==> config.mk <==
export PLATFORM = sky130hd
export DESIGN_NAME = sr_frame_loader
export DESIGN_NICKNAME = d
export VERILOG_FILES = /design/src/rtl/sr_frame_loader_pkg.sv /design/src/rtl/sr_frame_loader.sv
export SDC_FILE = /design/constraint.sdc
export NUM_CORES = 1
export LEC_CHECK = 0
export CORE_MARGIN = 10
export CORE_UTILIZATION = 39
export DETAILED_ROUTE_END_ITERATION = 16
export GPL_ROUTABILITY_DRIVEN = 0
export HOLD_SLACK_MARGIN = 0.05
export PLACE_DENSITY_LB_ADDON = 0.2
export SLEW_MARGIN = 20
export SYNTH_ARGS = -nofsm -noshare
export SYNTH_HDL_FRONTEND = slang
export SYNTH_SLANG_ARGS = --single-unit
export TNS_END_PERCENT = 50
==> constraint.sdc <==
create_clock -name clk -period 3.11 [get_ports clk]
set_input_delay 0.622 -clock clk [delete_from_list [all_inputs] [get_ports clk]]
set_output_delay 0.622 -clock clk [all_outputs]
set_load 0.1 [all_outputs]
==> src/rtl/sr_frame_loader_pkg.sv <==
// Shared definitions for the shift-register frame loader: one-hot FSM encoding and
// frame-geometry helpers.
package sr_frame_loader_pkg;

  typedef enum logic [3:0] {
    StFill  = 4'b0001,
    StStart = 4'b0010,
    StWait  = 4'b0100,
    StDone  = 4'b1000
  } state_e;

  function automatic int unsigned ceil_div(input int unsigned num, input int unsigned den);
    return (num + den - 1) / den;
  endfunction

  // Valid bits carried by the final word of a frame
  function automatic int unsigned last_word_bits(input int unsigned data_w,
                                                 input int unsigned word_w);
    return data_w - (ceil_div(data_w, word_w) - 1) * word_w;
  endfunction

endpackage

==> src/rtl/sr_frame_loader.sv <==
// Assembles a multi-word configuration frame into din, kicks the downstream shift stage with a
// start pulse, holds din for the whole shift and reports done after a fixed wait.
module sr_frame_loader
  import sr_frame_loader_pkg::*;
#(
  parameter int unsigned DATA_WIDTH = 170,
  parameter int unsigned WORD_WIDTH = 32,
  parameter int unsigned CNT_WIDTH  = 8,
  parameter int unsigned DONE_WAIT  = DATA_WIDTH + 4
) (
  input  logic                  clk,
  input  logic                  rst_n,
  input  logic [WORD_WIDTH-1:0] wr_data,
  input  logic                  wr_valid,
  input  logic                  wr_last,
  output logic                  wr_ready,
  input  logic                  clear,
  output logic [DATA_WIDTH-1:0] din,
  output logic                  start,
  output logic                  busy,
  output logic                  done,
  output logic                  frame_err,
  output logic [2:0]            word_cnt
);

  localparam int unsigned NWords    = ceil_div(DATA_WIDTH, WORD_WIDTH);
  localparam int unsigned WideWidth = NWords * WORD_WIDTH;
  localparam logic [2:0]  LastIdx   = 3'(NWords - 1);
  localparam logic [CNT_WIDTH-1:0] WaitLoad = CNT_WIDTH'(DONE_WAIT - 1);

  if (DONE_WAIT > (2 ** CNT_WIDTH) - 1) begin : g_bad_wait
    $fatal(1, "DONE_WAIT does not fit in CNT_WIDTH bits");
  end
  if (DONE_WAIT < 2) begin : g_short_wait
    $fatal(1, "DONE_WAIT must be at least 2");
  end
  if (NWords > 8) begin : g_too_many_words
    $fatal(1, "frame needs more words than word_cnt can index");
  end

  state_e                  r_state, w_state_next;
  logic [DATA_WIDTH-1:0]   r_din, w_din_next;
  logic [WideWidth-1:0]    w_din_wide;
  logic [2:0]              r_word_cnt;
  logic [CNT_WIDTH-1:0]    r_cnt;
  logic                    r_frame_err;
  logic                    w_accept, w_at_last, w_frame_end, w_err;

  assign w_accept    = wr_valid & (r_state == StFill);
  assign w_at_last   = (r_word_cnt == LastIdx);
  assign w_frame_end = w_accept & ~clear & wr_last & w_at_last;
  // wr_last must coincide exactly with the final word; either mismatch is a framing error
  assign w_err       = w_accept & ~clear & (wr_last ^ w_at_last);

  always_ff @(posedge clk or negedge rst_n) begin
    if (!rst_n) begin
      r_state <= StFill;
    end else begin
      r_state <= w_state_next;
    end
  end

  always_comb begin
    w_state_next = r_state;
    unique case (r_state)
      StFill:  if (w_frame_end) w_state_next = StStart;
      StStart: w_state_next = StWait;
      StWait:  if (r_cnt == '0) w_state_next = StDone;
      StDone:  w_state_next = StFill;
      default: w_state_next = StFill;
    endcase
  end

  always_comb begin
    wr_ready = 1'b0;
    start    = 1'b0;
    busy     = 1'b0;
    done     = 1'b0;
    unique case (r_state)
      StFill:  wr_ready = 1'b1;
      StStart: begin start = 1'b1; busy = 1'b1; end
      StWait:  busy = 1'b1;
      StDone:  begin done = 1'b1; busy = 1'b1; end
      default: wr_ready = 1'b0;
    endcase
  end

  // Padded to whole words so the final word's excess bits simply fall off the top
  always_comb begin
    w_din_wide                   = '0;
    w_din_wide[DATA_WIDTH-1:0]   = r_din;
    if (w_accept && !clear) begin
      w_din_wide[int'(r_word_cnt) * WORD_WIDTH +: WORD_WIDTH] = wr_data;
    end
    w_din_next = w_din_wide[DATA_WIDTH-1:0];
  end

  always_ff @(posedge clk or negedge rst_n) begin
    if (!rst_n) begin
      r_din       <= '0;
      r_word_cnt  <= '0;
      r_cnt       <= '0;
      r_frame_err <= 1'b0;
    end else begin
      r_din       <= w_din_next;
      r_frame_err <= w_err;
      if (r_state == StFill) begin
        if (clear || w_err || w_frame_end) begin
          r_word_cnt <= '0;
        end else if (w_accept) begin
          r_word_cnt <= r_word_cnt + 3'd1;
        end
      end else if (r_state == StDone) begin
        r_word_cnt <= '0;
      end
      // Loaded with the final accept so done lands DONE_WAIT cycles after start
      if (w_frame_end) begin
        r_cnt <= WaitLoad;
      end else if ((r_state == StStart) || (r_state == StWait)) begin
        r_cnt <= r_cnt - 1'b1;
      end
    end
  end

  assign din       = r_din;
  assign word_cnt  = r_word_cnt;
  assign frame_err = r_frame_err;

endmodule
# Word-level counts from Yosys, hierarchy flattened
# Cells that the tools add are included.
[word_totals]
ff_bits = 186
in_bits = 37
output_inout_bits = 178
wordCells = 50
[classes]
addsub = 3
n_eq_ne = 8
shift = 2
muxes = 14
bitwise = 7
reduce_logical = 11
[ops]
columns = ["op", "count"]
rows = [
  ["$bwmux W192", 1],
  ["$shift A32 B34 Y192 const A", 1],
  ["$shiftx A32 B34 Y192", 1],
  ["$neg A8 Y34", 1],
  ["$mux W8", 2],
  ["$mux W3", 4],
  ["$pmux W4 S3", 1],
  ["$logic_not A8 Y1", 1],
  ["$mux W4", 2],
  ["$sub A8 B1 Y8 const B", 1],
  ["$and A1 B1 Y1", 5],
  ["$eq A4 B1 Y1 const B", 1],
  ["$eq A4 B2 Y1 const B", 1],
  ["$eq A4 B3 Y1 const B", 1],
  ["$eq A4 B4 Y1 const B", 1],
  ["$mux W1", 4],
  ["$ne A2 B2 Y1 const B", 2],
  ["$reduce_and A2 Y1", 2],
  ["$reduce_bool A2 Y1", 2],
  ["$add A3 B1 Y3 const B", 1],
  ["$eq A3 B3 Y1 const B", 1],
  ["$logic_or A1 B1 Y1", 3],
  ["$ne A3 B2 Y1 const B", 1],
  ["$reduce_or A3 Y1", 1],
  ["other kinds (4)", 4],
]

# Logic depth before layout (Yosys ltp)
# Gate-level depths: netlist of run 1.
[logic_depth]
ltp_word = 8
mapped_depth = 10
mapped_depth_nobuf = 7

# Worst setup path after synthesis of run 1
# Ideal clock, no wire load.
[synth_path]
path_kind = "flip-flop to output port"
from = "register r_state[2]"
to = "output start"
t_arrival_ps = 2708
required_ps = 2488
slack_ps = -220
path_stages_with_launch = 4
cell_sequence = "dfrtp_1 clkbuf_1 nand2b_1 nor3_1"
[synth_via]
elab_chain_cells = 2
[synth_rtl]
columns = ["item", "line", "source"]
rows = [
  ["start, declared", "sr_frame_loader.sv:41", "state_e r_state, w_state_next;"],
  ["start signal, assigned", "sr_frame_loader.sv:57", "r_state <= StFill;"],
  ["start signal, assigned", "sr_frame_loader.sv:59", "r_state <= w_state_next;"],
  ["$eq A4 B2 Y1", "sr_frame_loader.sv:79", "unique case (r_state)"],
  ["$mux W1", "sr_frame_loader.sv:79", ""],
  ["end, declared", "sr_frame_loader.sv:19", "output logic start,"],
]
# No other way between the ends.

# Worst setup path in the final report of run 1
[layout_path]
from = "register r_state[0]"
to = "output wr_ready"
[layout_via]
elab_chain_cells = 2
[layout_rtl]
columns = ["item", "line", "source"]
rows = [
  ["$eq A4 B1 Y1", "sr_frame_loader.sv:79", ""],
  ["$mux W1", "sr_frame_loader.sv:79", ""],
  ["end, declared", "sr_frame_loader.sv:16", "output logic wr_ready,"],
]
# No other way between the ends.

==> flow_metrics.env, run 1 <==
export IMPL_hold_class="input pin to asynchronous set/reset pin"
export IMPL_synth_cell_types=43
export IMPL_start_util_pct=39.43
export IMPL_rsz0062_at_grt="false"
export IMPL_grt_max_degree=65
export IMPL_final_common_cell="buf_4"
export IMPL_ir_drop_uv=374.4
export IMPL_cts_htree_levels=4
export IMPL_num_io_pins=215
export IMPL_synth_edf_count=0
export IMPL_post_place_ws_ps=475.7
export IMPL_grt_pass1_vias=5865
export IMPL_drtIter0Drc=282
export IMPL_dieArea_mm2=0.02562
export IMPL_most_common_layout_cells="193 x buf_4, 184 x dfrtp_1, 134 x nand2_1"
export IMPL_grt_usage_pct=16.85
export IMPL_syn_area_mm2=0.007650
export IMPL_max_slew_margin_rel_pct=59.17
export IMPL_syn_to_final_growth_pct=34.56
export IMPL_cts_tree="done"
export IMPL_ys_warn_count=0
export IMPL_cts_hold_buffers=0
export IMPL_syn_area_per_cell_um2=11.33
export IMPL_ant_nets=0
export IMPL_max_freq_ghz=0.3707
export IMPL_rows=51
export IMPL_timing_rr_start="word_cnt[1]"
export IMPL_outcome="completed"
export IMPL_route_met3_wl_mm=1.372
export IMPL_cts_setup_buffers=0
export IMPL_cts_sinks=186
export IMPL_cts_buffer_depth=2
export IMPL_cts_buffers=17
export IMPL_drive_above_1_share_pct=36.63
export IMPL_multi_input_area_mm2=0.002721
export IMPL_syn_nets=720
export IMPL_p_leak_nw=4.932
export IMPL_drc=0
export IMPL_die_h_um=160.1
export IMPL_ys_ff_latch=186
export IMPL_viasPerCell=4.781
export IMPL_worstSkewPairLatency_ps=420
export IMPL_regArea_mm2=0.004657
export IMPL_routedWlPerCell_um=18.39
export IMPL_cts_root_buf="clkbuf_16"
export IMPL_drt_wl_total_mm=21.45
export IMPL_coreArea_mm2=0.01940
export IMPL_required_ps=2490
export IMPL_drt_pass1_iter_count=4
export IMPL_fin_setup_tns_ps=0
export IMPL_setup_violations=0
export IMPL_portBuffers=214
export IMPL_antenna_found_initial=0
export IMPL_ctsResizeCount=0
export IMPL_cp_arrival_ps=2080
export IMPL_gr_total_overflow=0
export IMPL_hold_viol_final=0
export IMPL_worstMarginPinSlew_ps=604.3
export IMPL_period_needed_ps=2697
export IMPL_endpoint_kind="output pin"
export IMPL_synthCells=675
export IMPL_grt_first_pass_wirelength_mm=34.45
export IMPL_layout_setup_ws_ps=412.6
export IMPL_wl_met1_mm=9.589
export IMPL_p_per_area_mw_per_mm2=669.6
export IMPL_layout_nets=933
export IMPL_path_clk_slew_ps=70
export IMPL_crit_type="flip-flop to output pin"
export IMPL_die_x_um=160.1
export IMPL_cp_max_fo=7
export IMPL_fin_skew_ps=9.436
export IMPL_vias=5575
export IMPL_insertedDiodeCount=0
export IMPL_top_layer="met4"
export IMPL_crit_path_start_kind="flip-flop"
export IMPL_synthArstFlopShare_pct=100.0
export IMPL_ys_seq_area_share_pct=60.86
export IMPL_dpl_hpwl_mm=15.47
export IMPL_met2_length_mm=10.02
export IMPL_report_final_slew_viol_count=0
export IMPL_max_cap_violations=0
export IMPL_startpoint="r_state[0]"
export IMPL_finalCritPeriodShare_pct=86.73
export IMPL_ys_flop_type="dfrtp_1"
export IMPL_final_fill_count=1807
## per-stage QoR
| stage | power [mW] | cells | instance area (um2) | hold WS, ps | util, % |
|---|---|---|---|---|---|
| 3_5_place_dp | 4.841 | 1134 | 9719 | 471.2 | 50.10 |
| 6_report | 6.892 | 1166 | 10290 | 161.5 | 53.06 |
| 5_1_grt | 7.148 | 1166 | 10290 | 182.3 | 53.06 |
| 3_3_place_gp | 4.831 | 1134 | 9719 | 462.0 | 50.10 |
| 2_1_floorplan | 4.297 | 675 | 7661 | 326.4 | - |
| 4_1_cts | 6.979 | 1166 | 10290 | 169.1 | 53.06 |
## flip-flops by register name, summed over array words and instances, names as in the netlist
name / cells
din: 170
frame_err: 1
r_state: 4
r_cnt: 8
word_cnt: 3
## final timing paths
check	to	slack, ps	cells past startpoint
max in group asynchronous	din[10]	2190	2
worst max-delay path	wr_ready	410	3
min in group clk	din[68]	480	2
worst min-delay path	din[17]	160	1
worst min register to register	din[68]	480	2
worst max register to register	din[43]	570	8
## layout make-up
cell class / instances / area share, %
sequential: 186 / 45.24
multi-input combinational: 419 / 26.44
timing repair buffer: 233 / 18.39
clock buffer: 18 / 4.266
tap: 265 / 3.221
clock inverter: 14 / 1.313
inverter: 31 / 1.130
## critical path: stages (launching register included)
cell,delay [ps]
dfstp_2,600
or4b_4,530
inv_1,190
buf_4,330
## power by group
| part | leakage (nW) | internal, mW | total (mW) | switching, mW |
|---|---|---|---|---|
| Combinational | 2.30 | 0.430 | 2.09 | 1.66 |
| Clock | 0.276 | 1.14 | 2.11 | 0.971 |
| Sequential | 2.36 | 2.60 | 2.69 | 0.0892 |
## metal layers
layer  GRT usage (%)  vias up
li1                -     2703
met3           4.730       27
met1           22.16     2691
met4           5.927        0
met5               0        -
met2           26.06      154
## cell families (layout without fill, tap and decap cells)
family / after synthesis / count (layout) / share of synthesized area [%]
and+or+nand+nor: 219 / 219 / 13.64
DFF: 186 / 186 / 60.86
AOI/OAI and AO/OA: 99 / 99 / 6.772
muxes: 85 / 85 / 12.51
buffers and inverters: 70 / 296 / 3.991
adders and majority gates: 8 / 8 / 1.309
xor gates and xnor gates: 8 / 8 / 0.9160
## synth_stat cells, types with 2 or more instances
cell type / number / share of area, %
a21oi_1: 2 / 0.13
and2_1: 6 / 0.49
and3_1: 6 / 0.49
buf_2: 6 / 0.39
buf_6: 4 / 0.59
clkbuf_1: 27 / 1.3
dfrtp_1: 185 / 61
ha_1: 8 / 1.3
inv_1: 31 / 1.5
mux2_2: 85 / 13
nand2_1: 135 / 6.6
nand2b_1: 5 / 0.41
nand3_1: 23 / 1.5
nand4_1: 8 / 0.65
nor2_1: 8 / 0.39
nor2b_1: 4 / 0.33
nor3_1: 5 / 0.33
nor3b_1: 4 / 0.39
nor4_1: 2 / 0.16
nor4bb_1: 2 / 0.26
o21ai_0: 89 / 5.8
o31ai_1: 2 / 0.20
or3_1: 2 / 0.16
xor2_1: 7 / 0.80
Note: power is estimated with default switching activity, not from simulation.
==> run 2, diff against run 1 <==
--- a/config.mk
+++ b/config.mk
@@ -7,8 +7,10 @@
 export LEC_CHECK = 0
 export CORE_MARGIN = 10
 export CORE_UTILIZATION = 39
+export CTS_BUF_LIST = sky130_fd_sc_hd__clkbuf_16
 export DETAILED_ROUTE_END_ITERATION = 16
 export GPL_ROUTABILITY_DRIVEN = 0
+export GPL_TIMING_DRIVEN = 0
 export HOLD_SLACK_MARGIN = 0.05
 export PLACE_DENSITY_LB_ADDON = 0.2
 export SLEW_MARGIN = 20
==> flow_metrics.env, run 2 (same netlist as run 1, synthesis figures left out) <==
export IMPL_worstSkewPairLatency_ps=430
export IMPL_final_common_cell="clkdlybuf4s50_1"
export IMPL_required_ps=2490
export IMPL_drt_wl_total_mm=23.09
export IMPL_drt_pass1_iter_count=4
export IMPL_cp_max_fo=8
export IMPL_ant_nets=0
export IMPL_cts_buffers=17
export IMPL_vias=5810
export IMPL_r2r_cells=9
export IMPL_drc=0
export IMPL_worstMarginPinSlew_ps=1081
export IMPL_rows=51
export IMPL_max_cap_violations=0
export IMPL_timing_rr_start="word_cnt[0]"
export IMPL_drive_above_1_share_pct=16.07
export IMPL_num_io_pins=215
export IMPL_p_per_area_mw_per_mm2=647.9
export IMPL_coreArea_mm2=0.01940
export IMPL_cts_sinks=186
export IMPL_post_place_ws_ps=-20.92
export IMPL_max_freq_ghz=0.3354
export IMPL_die_x_um=160.1
export IMPL_antenna_found_initial=0
export IMPL_r2r_setup_slack_ps=170
export IMPL_max_slew_margin_rel_pct=27.70
export IMPL_p_int_mw=4.233
export IMPL_dpl_hpwl_mm=16.79
export IMPL_period_needed_ps=2981
export IMPL_cts_root_buf="clkbuf_16"
export IMPL_viasPerCell=4.874
export IMPL_path_clk_slew_ps=70
export IMPL_hold_class="input pin to asynchronous set/reset pin"
export IMPL_grt_max_degree=96
export IMPL_cts_buffer_depth=2
export IMPL_most_common_layout_cells="210 x clkdlybuf4s50_1, 184 x dfrtp_1, 135 x nand2_1"
export IMPL_gr_total_overflow=0
export IMPL_grt_pass1_vias=6048
export IMPL_p_sw_mw=2.771
export IMPL_outcome="completed"
export IMPL_die_h_um=160.1
export IMPL_portBuffers=214
export IMPL_startpoint="r_state[3]"
export IMPL_cts_hold_buffers=0
export IMPL_whs_ps=165.2
export IMPL_ir_drop_uv=575.6
export IMPL_clkPwrFrac_pct=30.9
export IMPL_largest_register_ffs=170
export IMPL_dieArea_mm2=0.02562
export IMPL_pwr_share_seq_pct=38.4
export IMPL_syn_to_final_growth_pct=41.30
export IMPL_crit_type="flip-flop to output pin"
export IMPL_finalCritPeriodShare_pct=95.86
export IMPL_rsz0062_at_grt="true"
export IMPL_report_final_slew_viol_count=0
export IMPL_comb_power_share_pct=30.8
export IMPL_setup_violations=0
export IMPL_grt_usage_pct=17.92
export IMPL_crit_end="done"
export IMPL_fin_skew_ps=11.38
export IMPL_hold_viol_final=0
export IMPL_start_util_pct=39.43
export IMPL_insertedDiodeCount=0
export IMPL_layout_nets=959
export IMPL_sw_frac_of_total_pct=39.56
export IMPL_cts_htree_levels=4
export IMPL_cp_arrival_ps=2360
export IMPL_crit_path_start_kind="flip-flop"
export IMPL_drtIter0Drc=324
export IMPL_routedWlPerCell_um=19.37
export IMPL_grt_first_pass_wirelength_mm=36.14
export IMPL_endpoint_kind="output pin"
export IMPL_layout_setup_ws_ps=128.8
export IMPL_p_leak_nw=4.701
export IMPL_timing_rr_end="din[36]"
export IMPL_cts_tree="done"
==> run 2: metal layers <==
layer  share of wire, %  vias to the layer above  GRT usage, %
met1                 45                     2848         23.03
met4                1.6                        0         5.551
met3                6.5                       24         5.476
met5                  0                        -             0
li1                   -                     2764             -
met2                 47                      174         28.37
==> run 2: cell type report <==
type	count	area, um2
fill	1734	8589
sequential	186	4657
multi-input combinational	419	2716
timing repair buffer	221	2216
clock buffer	17	425.4
tap	265	331.6
buffer	38	186.4
clock inverter	15	160.2
inverter	31	116.4
==> run 2: timing repair <==
action	CTS	global route
gates resized for setup	6	2
endpoints found under the setup margin	15	84
pin swaps	0	2
buffers inserted	0	5
cloned	0	0
==> run 2: how the worst min path moves through the flow <==
stage,end,slack [ps],cells past startpoint
after floorplan,din[0],330,0
after global placement,din[92],460,2
after detailed placement,din[115],470,2
after CTS,din[17],220,1
after global routing,din[17],210,1
final,din[17],170,1
==> run 2: critical path, cell delays in order (launching register included) <==
cell             delay [ps]
dfrtp_1                 320
clkbuf_2                200
nand2b_1                130
nor3_2                  110
clkdlybuf4s50_1        1150
==> run 2: stage by stage <==
| stage | setup TNS, ps | instances | cell area, um2 | util, % | power (mW) |
|---|---|---|---|---|---|
| after CTS | 0 | 1187 | 10770 | 55.52 | 7.071 |
| final | 0 | 1192 | 10810 | 55.72 | 7.003 |
| after detailed placement | -26.02 | 1156 | 10180 | 52.50 | 4.905 |
| after floorplan | 0 | 675 | 7661 | - | 4.297 |
| after global placement | -1229450 | 1154 | 10130 | 52.24 | 4.889 |
| after global routing | -479.4 | 1192 | 10810 | 55.72 | 7.237 |
==> run 2: power by group through the flow <==
stage / registers [mW] / clock network, mW / logic [mW]
3_3_place_gp: 2.73 / 0 / 2.16
4_1_cts: 2.69 / 2.21 / 2.17
2_1_floorplan: 4.08 / 0 / 0.215
3_5_place_dp: 2.73 / 0 / 2.17
5_1_grt: 2.71 / 2.30 / 2.22
6_report: 2.69 / 2.16 / 2.15
